--- src/rtl/bcd_calc_pkg.sv ---
// Shared types and constants for the serial BCD add/subtract datapath.
package bcd_calc_pkg;

  typedef enum logic [1:0] {
    IDLE = 2'd0,
    RUN  = 2'd1,
    DONE = 2'd2
  } state_t;

  localparam logic OP_ADD = 1'b0;
  localparam logic OP_SUB = 1'b1;

  localparam int BCD_DIGIT_W = 4;
  localparam logic [BCD_DIGIT_W-1:0] BCD_NINE = 4'd9;

endpackage

--- src/rtl/bcd_digit_slice.sv ---
// Single-digit BCD add/subtract slice: nines-complement select, binary add, +6 correction.
// Purely combinational; no handshake.
module bcd_digit_slice
  import bcd_calc_pkg::*;
(
  input  logic [BCD_DIGIT_W-1:0] a,
  input  logic [BCD_DIGIT_W-1:0] b,
  input  logic                   sub,
  input  logic                   cin,
  output logic [BCD_DIGIT_W-1:0] digit,
  output logic                   cout
);

  logic [BCD_DIGIT_W-1:0] b_sel;
  logic [BCD_DIGIT_W:0]   sum;

  always_comb begin
    b_sel = sub ? (BCD_NINE - b) : b;
    sum   = {1'b0, a} + {1'b0, b_sel} + {{BCD_DIGIT_W{1'b0}}, cin};
    if (sum > 5'd9) begin
      digit = sum[BCD_DIGIT_W-1:0] + 4'd6;
      cout  = 1'b1;
    end else begin
      digit = sum[BCD_DIGIT_W-1:0];
      cout  = 1'b0;
    end
  end

endmodule

--- src/rtl/bcd_serial_alu_ctrl.sv ---
// Serial BCD add/subtract controller: one shared digit slice, LSD first; BCD_INVALID_CHECK_EN adds operand validation.
// Latency: accept edge + NDIGITS run edges, then a one-cycle done pulse (invalid operands: done right after accept).
// Backpressure: start is honoured only while ready; requests during busy are dropped, not queued.
module bcd_serial_alu_ctrl
  import bcd_calc_pkg::*;
#(
  parameter int NDIGITS = 2
) (
  input  logic                       CLOCK_50,
  input  logic                       rst,
  input  logic                       start,
  input  logic                       op,
  input  logic [4*NDIGITS-1:0]       a_bcd,
  input  logic [4*NDIGITS-1:0]       b_bcd,
  output logic                       ready,
  output logic                       busy,
  output logic                       done,
  output logic [4*NDIGITS-1:0]       result,
  output logic                       flag,
  output logic                       invalid
);

  localparam int IDX_W = (NDIGITS > 1) ? $clog2(NDIGITS) : 1;

  state_t                 state, state_nxt;
  logic [4*NDIGITS-1:0]   a_q, b_q, result_q;
  logic                   op_q, carry, flag_q;
  logic [IDX_W-1:0]       idx;
  logic [BCD_DIGIT_W-1:0] a_dig, b_dig, slice_digit;
  logic                   slice_cout, run_flag, last, nib_bad;

  assign last     = (idx == IDX_W'(NDIGITS - 1));
  assign run_flag = (op_q == OP_ADD) ? slice_cout : ~slice_cout;

  always_comb begin
    a_dig = '0;
    b_dig = '0;
    for (int i = 0; i < NDIGITS; i++) begin
      if (idx == IDX_W'(i)) begin
        a_dig = a_q[i*BCD_DIGIT_W +: BCD_DIGIT_W];
        b_dig = b_q[i*BCD_DIGIT_W +: BCD_DIGIT_W];
      end
    end
  end

  bcd_digit_slice u_slice (
    .a     (a_dig),
    .b     (b_dig),
    .sub   (op_q),
    .cin   (carry),
    .digit (slice_digit),
    .cout  (slice_cout)
  );

`ifdef BCD_INVALID_CHECK_EN
  logic invalid_q;

  always_comb begin
    nib_bad = 1'b0;
    for (int i = 0; i < NDIGITS; i++) begin
      if ((a_bcd[i*BCD_DIGIT_W +: BCD_DIGIT_W] > BCD_NINE) ||
          (b_bcd[i*BCD_DIGIT_W +: BCD_DIGIT_W] > BCD_NINE))
        nib_bad = 1'b1;
    end
  end

  always_ff @(posedge CLOCK_50 or posedge rst) begin
    if (rst)
      invalid_q <= 1'b0;
    else if (state == IDLE && start)
      invalid_q <= nib_bad;
  end

  assign invalid = invalid_q;
`else
  assign nib_bad = 1'b0;
  assign invalid = 1'b0;
`endif

  always_ff @(posedge CLOCK_50 or posedge rst) begin
    if (rst)
      state <= IDLE;
    else
      state <= state_nxt;
  end

  always_comb begin
    state_nxt = state;
    ready     = 1'b0;
    busy      = 1'b1;
    done      = 1'b0;
    case (state)
      IDLE: begin
        ready = 1'b1;
        busy  = 1'b0;
        if (start)
          state_nxt = nib_bad ? DONE : RUN;
      end
      RUN: begin
        if (last)
          state_nxt = DONE;
      end
      DONE: begin
        done      = 1'b1;
        state_nxt = IDLE;
      end
      default: state_nxt = IDLE;
    endcase
  end

  always_ff @(posedge CLOCK_50 or posedge rst) begin
    if (rst) begin
      a_q      <= '0;
      b_q      <= '0;
      op_q     <= 1'b0;
      idx      <= '0;
      carry    <= 1'b0;
      result_q <= '0;
      flag_q   <= 1'b0;
    end else begin
      case (state)
        IDLE: begin
          if (start) begin
            a_q      <= a_bcd;
            b_q      <= b_bcd;
            op_q     <= op;
            idx      <= '0;
            carry    <= op;
            result_q <= '0;
            flag_q   <= 1'b0;
          end
        end
        RUN: begin
          for (int i = 0; i < NDIGITS; i++) begin
            if (idx == IDX_W'(i))
              result_q[i*BCD_DIGIT_W +: BCD_DIGIT_W] <= slice_digit;
          end
          carry <= slice_cout;
          idx   <= idx + 1'b1;
          // Out-of-range results are reported as zero plus the flag.
          if (last) begin
            flag_q <= run_flag;
            if (run_flag)
              result_q <= '0;
          end
        end
        default: ;
      endcase
    end
  end

  assign result = result_q;
  assign flag   = flag_q;

endmodule

--- config.mk ---
export PLATFORM = sky130hd
export DESIGN_NAME = bcd_serial_alu_ctrl
export DESIGN_NICKNAME = d
export VERILOG_FILES = /design/src/rtl/bcd_calc_pkg.sv /design/src/rtl/bcd_digit_slice.sv /design/src/rtl/bcd_serial_alu_ctrl.sv
export SDC_FILE = /design/constraint.sdc
export NUM_CORES = 1
export LEC_CHECK = 0
export CAP_MARGIN = 0
export CORE_ASPECT_RATIO = 1.1
export CORE_MARGIN = 8
export CORE_UTILIZATION = 38
export CTS_BUF_LIST = sky130_fd_sc_hd__clkbuf_4
export DETAILED_ROUTE_END_ITERATION = 16
export SYNTH_ARGS = -nofsm -noshare
export SYNTH_HDL_FRONTEND = slang
export SYNTH_SLANG_ARGS = --single-unit
--- constraint.sdc ---
create_clock -name CLOCK_50 -period 5.8 [get_ports CLOCK_50]
set_clock_uncertainty 0.2 [all_clocks]
set_input_delay 1.16 -clock CLOCK_50 [delete_from_list [all_inputs] [get_ports CLOCK_50]]
set_output_delay 1.16 -clock CLOCK_50 [all_outputs]
set_load 0.01 [all_outputs]
==> flow_metrics.env <==
export IMPL_status="finished, final reports clean"
export IMPL_critPathRequiredTime_ns=5.82
export IMPL_insertion_delay_ns=0.33
export IMPL_synth_compound_area_frac=0.112
export IMPL_antenna_left=0
export IMPL_via_count=1142
export IMPL_place_hpwl_mm=2.56
export IMPL_slew_headroom=0.262
export IMPL_final_cell_area_sq_um=2070
export IMPL_synth_nets=168
export IMPL_path_max_fanout=12
export IMPL_final_setup_tns_ns=0
export IMPL_fmax_mhz=273
export IMPL_cts_tree="built"
export IMPL_drc=0
export IMPL_grt_start_max_net_pins=31
export IMPL_ff2ff_path_depth=12
export IMPL_fin_crit_sh=0.632
export IMPL_tightestPinTransition_ns=1.11
export IMPL_finalHoldViolations=0
export IMPL_cts_setup_buffers=0
export IMPL_routabilityCongestion=0.847
export IMPL_grt_pass1_vias=1272
export IMPL_clock_path_buffers=2
export IMPL_cts_sinks=30
export IMPL_drive_gt1_frac=0.213
export IMPL_startpoint="idx$_DFFE_PP0P_"
export IMPL_io_buffers=31
export IMPL_grt_overflow=0
export IMPL_synth_top_family_by_area="multiplexers"
export IMPL_synthSimpleGateAreaFrac=0.109
export IMPL_antenna_cells=0
export IMPL_synth_yosys_seq_area_share=0.450
export IMPL_syn2layout_area_growth_pct=24.0
export IMPL_cts_hold_buffers=0
export IMPL_critPathCaptureType="flop"
export IMPL_hp_start="result[7]$_DFFE_PP0P_"
export IMPL_first_iter_violations=57
export IMPL_dieArea_sq_um=6770
export IMPL_grt_usage=0.106
export IMPL_antenna_found_initial=0
export IMPL_hp_class="reg2reg"
export IMPL_initial_core_util=0.392
export IMPL_cts_inserted_buffers=5
export IMPL_synth_cell_types=43
export IMPL_yosys_register_bits=30
export IMPL_ys_top_cells_by_area="dfrtp_1, mux2_2, mux2i_1"
export IMPL_synth_warnings=0
export IMPL_worstReg2RegStart="idx$_DFFE_PP0P_"
export IMPL_pin_count=33
export IMPL_holdPathStages=2
export IMPL_maxCapViolCount=0
export IMPL_clkTransAtPathRegs_ns=0.09
export IMPL_avgViaCountPerCell=5.01
export IMPL_final_util=0.486
export IMPL_r2r_setup_slack_ns=2.14
export IMPL_routedWlPerCell_um=14.3
export IMPL_synth_fa_ha_area_frac=0.0615
export IMPL_ctsResizeCount=0
export IMPL_h_tree_depth=2
export IMPL_synth_top_area_cell="dfrtp_1"
export IMPL_die_width_um=79.2
export IMPL_fp_row_count=25
export IMPL_final_nets=201
export IMPL_crit_arrival_ns=3.68
export IMPL_dpl_cell_area_sq_um=2020
export IMPL_setup_viol_count_final=0
export IMPL_postSynthAreaPerCell_sq_um=11.8
export IMPL_drv_slew=0
export IMPL_wl_mm=3.25
export IMPL_cts_root_buf="clkbuf_4"
export IMPL_netlist_instances=141
export IMPL_die_y_um=85.5
export IMPL_fill_cells=407
export IMPL_synthMuxAreaShare=0.189
export IMPL_rsz0062_at_grt="false"
export IMPL_min_period_ns=3.66
export IMPL_netlist_area_sq_um=1670
export IMPL_critical_path_class="reg2reg"
export IMPL_start_kind="flop"
export IMPL_grt_pass1_wl_mm=5.66
export IMPL_synth_top_area_share=0.450
export IMPL_synthXorXnorAreaFrac=0.0405
export IMPL_first_pass_iters=4
export IMPL_core_sq_um=4250
## path summary, 6_finish.rpt
path                                               to
worst max register to register  result[1]$_DFFE_PP0P_
min in group asynchronous            op_q$_DFFE_PP0P_
worst min-delay path            result[7]$_DFFE_PP0P_
max in group asynchronous          a_q[0]$_DFFE_PP0P_
worst min register to register  result[7]$_DFFE_PP0P_
worst max-delay path            result[1]$_DFFE_PP0P_
## metal layers
| metal | track usage | routed length [um] |
|---|---|---|
| met1 | 0.112 | 1360 |
| met5 | 0 | 0 |
| met3 | 0.0418 | 188 |
| met4 | 0.0455 | 64 |
| met2 | 0.180 | 1640 |
## synthesized netlist by cell type (all sizes together)
library cell,count
nor2b,2
nor4,1
nor2,6
o31ai,1
dfrtp,30
o211ai,1
nand2b,1
nand4,1
buf,3
and2b,1
mux2,20
nor3,3
mux2i,9
a22oi,2
conb,1
clkbuf,2
fa,2
nand2,8
xnor2,3
or4,1
nand3,3
o21ai,4
and2,1
nor4b,1
inv,9
a21o,1
a21oi,4
or2,2
a311oi,1
ha,5
a221o,1
o21bai,1
xor2,3
a22o,5
nand3b,1
a221oi,1
## cells by family after synthesis
| logic type | Yosys count |
|---|---|
| buffers and inverters | 14 |
| muxes | 29 |
| DFF | 30 |
| AOI/OAI and AO/OA | 22 |
| adders and majority gates | 7 |
| xor gates and xnor gates | 6 |
| other | 1 |
| and+or+nand+nor | 32 |
## per-stage QoR
stage,hold slack (ns),setup WS (ns),cells
detailed placement,0.277,2.14,221
finish,0.291,2.14,228
global route,0.329,1.87,228
global placement,0.262,2.28,221
CTS,0.299,2.12,228
floorplan,0.275,2.30,141
## cells in the final DEF (no fill, tap or decap), types with 2 or more instances in the layout
cell type        count
dfrtp_1             30
a21oi_1              3
or2_2                2
inv_1                9
xnor2_1              2
ha_1                 5
mux2i_1              9
nand3_1              2
clkinv_2             2
a22o_1               5
mux2_2              20
nor2_1               6
xor2_1               2
clkbuf_4             5
clkdlybuf4s50_1     31
nor3_1               3
o21ai_0              4
nand2_1              8
fa_1                 2
## area by class of cell
type,count,area [sq um],share of cell area
inverters,9,33.8,0.0163
flip-flops and latches,30,751,0.363
multi-input cells,97,860,0.415
well taps,54,67.6,0.0326
repair buffers,31,310,0.150
clock inverters,2,10.0,0.00484
clock buffers,5,37.5,0.0181
## registers in the layout, summed over array words and instances (netlist names)
register,cells
state,2
a_q,8
op_q,1
result,8
idx,1
b_q,8
carry,1
flag,1
## worst max-delay path, stage by stage (launching register included)
cell	delay, ns
dfrtp_1	0.67
mux2i_1	0.29
xor2_1	0.20
fa_1	0.22
inv_1	0.06
fa_1	0.42
xnor2_2	0.21
ha_1	0.27
a22oi_4	0.28
nor4_2	0.07
a311oi_2	0.28
nand3_2	0.14
a22o_1	0.25
Power is left out: the tool's default activity adds up to more than one toggle a clock period on the data nets, which glitch-free logic cannot reach.
==> RTL change 1 (config.mk and constraints unchanged) <==
The parameter `NDIGITS` goes from 2 to 1.
--- a/src/rtl/bcd_serial_alu_ctrl.sv
+++ b/src/rtl/bcd_serial_alu_ctrl.sv
@@ -6,3 +6,3 @@
 #(
-  parameter int NDIGITS = 2
+  parameter int NDIGITS = 1
 ) (
Interface: changed (resized a_bcd, b_bcd and result); port bits go from 33 to 21. No check against the original RTL was run, so the function may have changed too.
==> RTL change 1 against the original RTL <==
Setup slack better by 430 ps. Critical path depth down 1. Cell area down 36%. Routed wire length down 35%. Sequential cell count down 12. First-iteration DRC count down 63%. Sequential share of layout area down 2.2 points. Synthesized area down 35%. Cell count down 32%. Critical path type unchanged. Critical endpoint is now flag. Largest cell class unchanged.
Power is not shown: default switching activity piles up to over one toggle a cycle in this logic, so the estimate is an artifact.
==> RTL change 1: results <==
[status]
status = "completed"

[clocking]
cts-resized-gates = 0
cts.path.max_buffers = 2
cts_max_level = 1
worstSkewPairLatency_ps = 300
clkTransAtPathRegs_ps = 110
cts_buffers = 3

[sta]
worst_pin_slew_ps = 680
worst_hold_slack_ps = 284

[grt]
grt_max_degree = 19
track_usage_pct = 9.65
grt_use_met2_pct = 15.6
grt_pass1_vias = 834

[place]
gp_congestion = 0.711
dpl.cell_count = 152
post_dp_cell_area_um2 = 1300
io_buffer_count = 19
hpwl_um = 1630

[synthesis]
syn_avg_cell_area_um2 = 10.4
ys_top_cells_by_area = "dfrtp_1 (41%), mux2_2 (8.3%), ha_1 (5.7%), fa_1 (3.7%), nor2b_1 (3.4%)"
syn_nets = 124
synth_seq_area_share_pct = 41.3
synth_common_cells = "dfrtp_1 (18), inv_1 (9), mux2_2 (8), nand2_1 (8), nor2b_1 (6)"
ys_types = 35

[worst_setup_path]
critical_path.max_stage_delay_ps = 490
r2r_end = "flag"
reg2reg_slack_ps = 2570
crit_path_max_fanout = 11
rr_worst_depth = 11

[route]
wl_met2_um = 1010
wl_met1_um = 953
viasPerCell = 5.06
met3WireLength_um = 109
vias = 789
drt-initial-drc-count = 21
routedWlPerCell_um = 13.5

[finish]
drive_gt1_share_pct = 13.0
layout.nets = 143

[min_path]
whs_endpoint = "result[0]"
min_from = "result[0]"
==> RTL change 1: cell types whose count changed after synthesis, sizes merged, moves of 2 or more <==
| cell | change |
|---|---|
| dfrtp | -12 |
| mux2 | -12 |
| mux2i | -8 |
| nand2b | +4 |
| nor2b | +4 |
| a22o | -3 |
| nor3 | -3 |
| nor2 | -2 |
| xor2 | -2 |
==> RTL change 1: worst max path at each step <==
stage                     startpoint  endpoint  slack (ps)  cells after the start
final                            idx      flag        2570                     11
after global routing             idx      flag        2350                     11
after CTS                        idx      flag        2560                     11
after detailed placement         idx      flag        2570                     11
after global placement           idx      flag        2690                     11
after floorplan                  idx      flag        2790                     12
==> RTL change 1: layout make-up <==
type                            instances  area (um2)
Clock buffer                            3        22.5
Timing Repair Buffer                   19         190
Fill cell                             276        1430
Clock inverter                          1        3.75
Sequential cell                        18         450
Tap cell                               33        41.3
Inverter                                9        33.8
Multi-Input combinational cell         73         581
==> RTL change 1: logic make-up after synthesis <==
| group | count (synthesis) | share of synthesized area [%] |
|---|---|---|
| AOI/OAI and AO/OA | 17 | 12.5 |
| xor gates and xnor gates | 4 | 3.90 |
| adders and majority gates | 7 | 9.41 |
| buffers and inverters | 14 | 5.40 |
| DFF | 18 | 41.3 |
| muxes | 9 | 9.19 |
| other | 1 | 0.344 |
| and+or+nand+nor | 35 | 17.9 |
==> RTL change 1: worst register-to-register path: stages (launching register included) <==
cell     delay, ps
dfrtp_1        490
nor2b_1        190
xnor2_1        160
fa_1           220
inv_1           50
fa_1           400
xnor2_1        190
ha_1           240
a22o_1         240
o31ai_4        360
xor2_2         130
a22o_1         250
==> RTL change 2 (same settings) <==
Without the edit above. Re-encode `state_t` (3 states) as one-hot, 3 bits wide.
--- a/src/rtl/bcd_calc_pkg.sv
+++ b/src/rtl/bcd_calc_pkg.sv
@@ -3,6 +3,6 @@
 
-  typedef enum logic [1:0] {
-    IDLE = 2'd0,
-    RUN  = 2'd1,
-    DONE = 2'd2
+  typedef enum logic [2:0] {
+    IDLE = 3'b001,
+    RUN  = 3'b010,
+    DONE = 3'b100
   } state_t;
Behaviour: same outputs for any inputs over 10 cycles, from zero or initial values and one cycle with rst high; not proved beyond that.
==> RTL change 2 against the original RTL <==
Setup slack worse by 100 ps. Sequential share of layout area up 0.60 points. Sequential cell count up 1. First-iteration DRC count up 86%. Core utilization up 0.16 points. Routed wire length up 6.7%. Cell area up 1.8%. Synthesized area up 2.4%. Global-route usage up 0.39 points. Critical path depth unchanged. Critical path type unchanged. Critical endpoint is now result[7]. Largest cell class unchanged.
Power is not shown: default switching activity piles up to over one toggle a cycle in this logic, so the estimate is an artifact.
==> RTL change 2: results <==
[worst_setup_path]
arrival_ps = 3840
rr_worst_depth = 12
critical_path.max_stage_delay_ps = 730
start_kind = "register"
crit_slowest_cell = "dfrtp_1"
cp-startpoint = "idx"
crit_path_max_fanout = 12
crit_family = "adder cells"
cp-endpoint = "result[7]"

[finish]
drive_gt1_share_pct = 22.4
n_antenna_cell = 0
layout.nets = 202
layout.cells.non_filler = 228
fillers = 390

[place]
hpwl_um = 2670
io_buffer_count = 31
pre_cts_ws_ps = 2080
post_dp_cell_area_um2 = 2060
gp_congestion = 0.838
dpl.cell_count = 222

[clocking]
cts_max_level = 2
cts.path.max_buffers = 2
clkTransAtPathRegs_ps = 90
cts_buffers = 5
worstSkewPairLatency_ps = 330
cts_setup_buffers = 0
cts_root_buf = "clkbuf_4"

[sta]
worst_hold_slack_ps = 295
relSlewSlack_pct = 22.2
setup_ws_ps = 2030

[grt]
antenna_found_initial = 0
grt_pass1_vias = 1293
grt_pass1_wl_um = 5980
track_usage_pct = 11.0
grt_max_degree = 32

[min_path]
hold_path_depth = 2
min_path_type = "reg2reg"
whs_endpoint = "result[6]"
min_from = "result[6]"

[synthesis]
synth_common_cells = "dfrtp_1 (30), mux2_2 (19), inv_1 (8)"
ys_types = 46
ys.warnings.count = 0
yosysTopAreaCellShare_pct = 43.9
synth_cells = 142
syn_nets = 169
synth-async-reset-ratio_pct = 100
synth_seq_area_share_pct = 45.5
ys_top_cells_by_area = "dfrtp_1 (44%), mux2_2 (13%), ha_1 (3.7%), mux2i_1 (3.5%), fa_1 (2.3%)"

[route]
firstDrtPassIters = 6
drt-initial-drc-count = 106
vias = 1205
routed_wl_um = 3470

[status]
status = "completed"
==> RTL change 2: worst min-delay path, cell delays in order (launching register included) <==
cell and delay [ps]:
dfrtp_1 350, nand2_1 50, nand3_1 70
==> RTL change 2: cell type report <==
cell class	instances	area [um2]	area share, %
clock buffer	6	45.0	2.14
inverter	9	33.8	1.60
multi-input combinational	97	873	41.4
sequential	31	777	36.9
tap	54	67.6	3.21
timing repair buffer	31	310	14.7
==> RTL change 2: logic make-up after synthesis <==
kind of cell	after synthesis	share of synthesized area (%)
other cells	1	0.219
simple gates	35	12.7
mux	25	16.0
xor+xnor	7	4.69
buf+inv	14	3.44
compound gates	22	11.4
fa+ha+maj	7	6.00
flops	31	45.5
==> RTL change 2: per-layer routing <==
layer  global-route usage [%]  share of wire [%]
met1                     12.5                 41
met2                     17.7                 49
met3                     3.31                7.9
met4                     6.29                1.3
met5                        0                  0
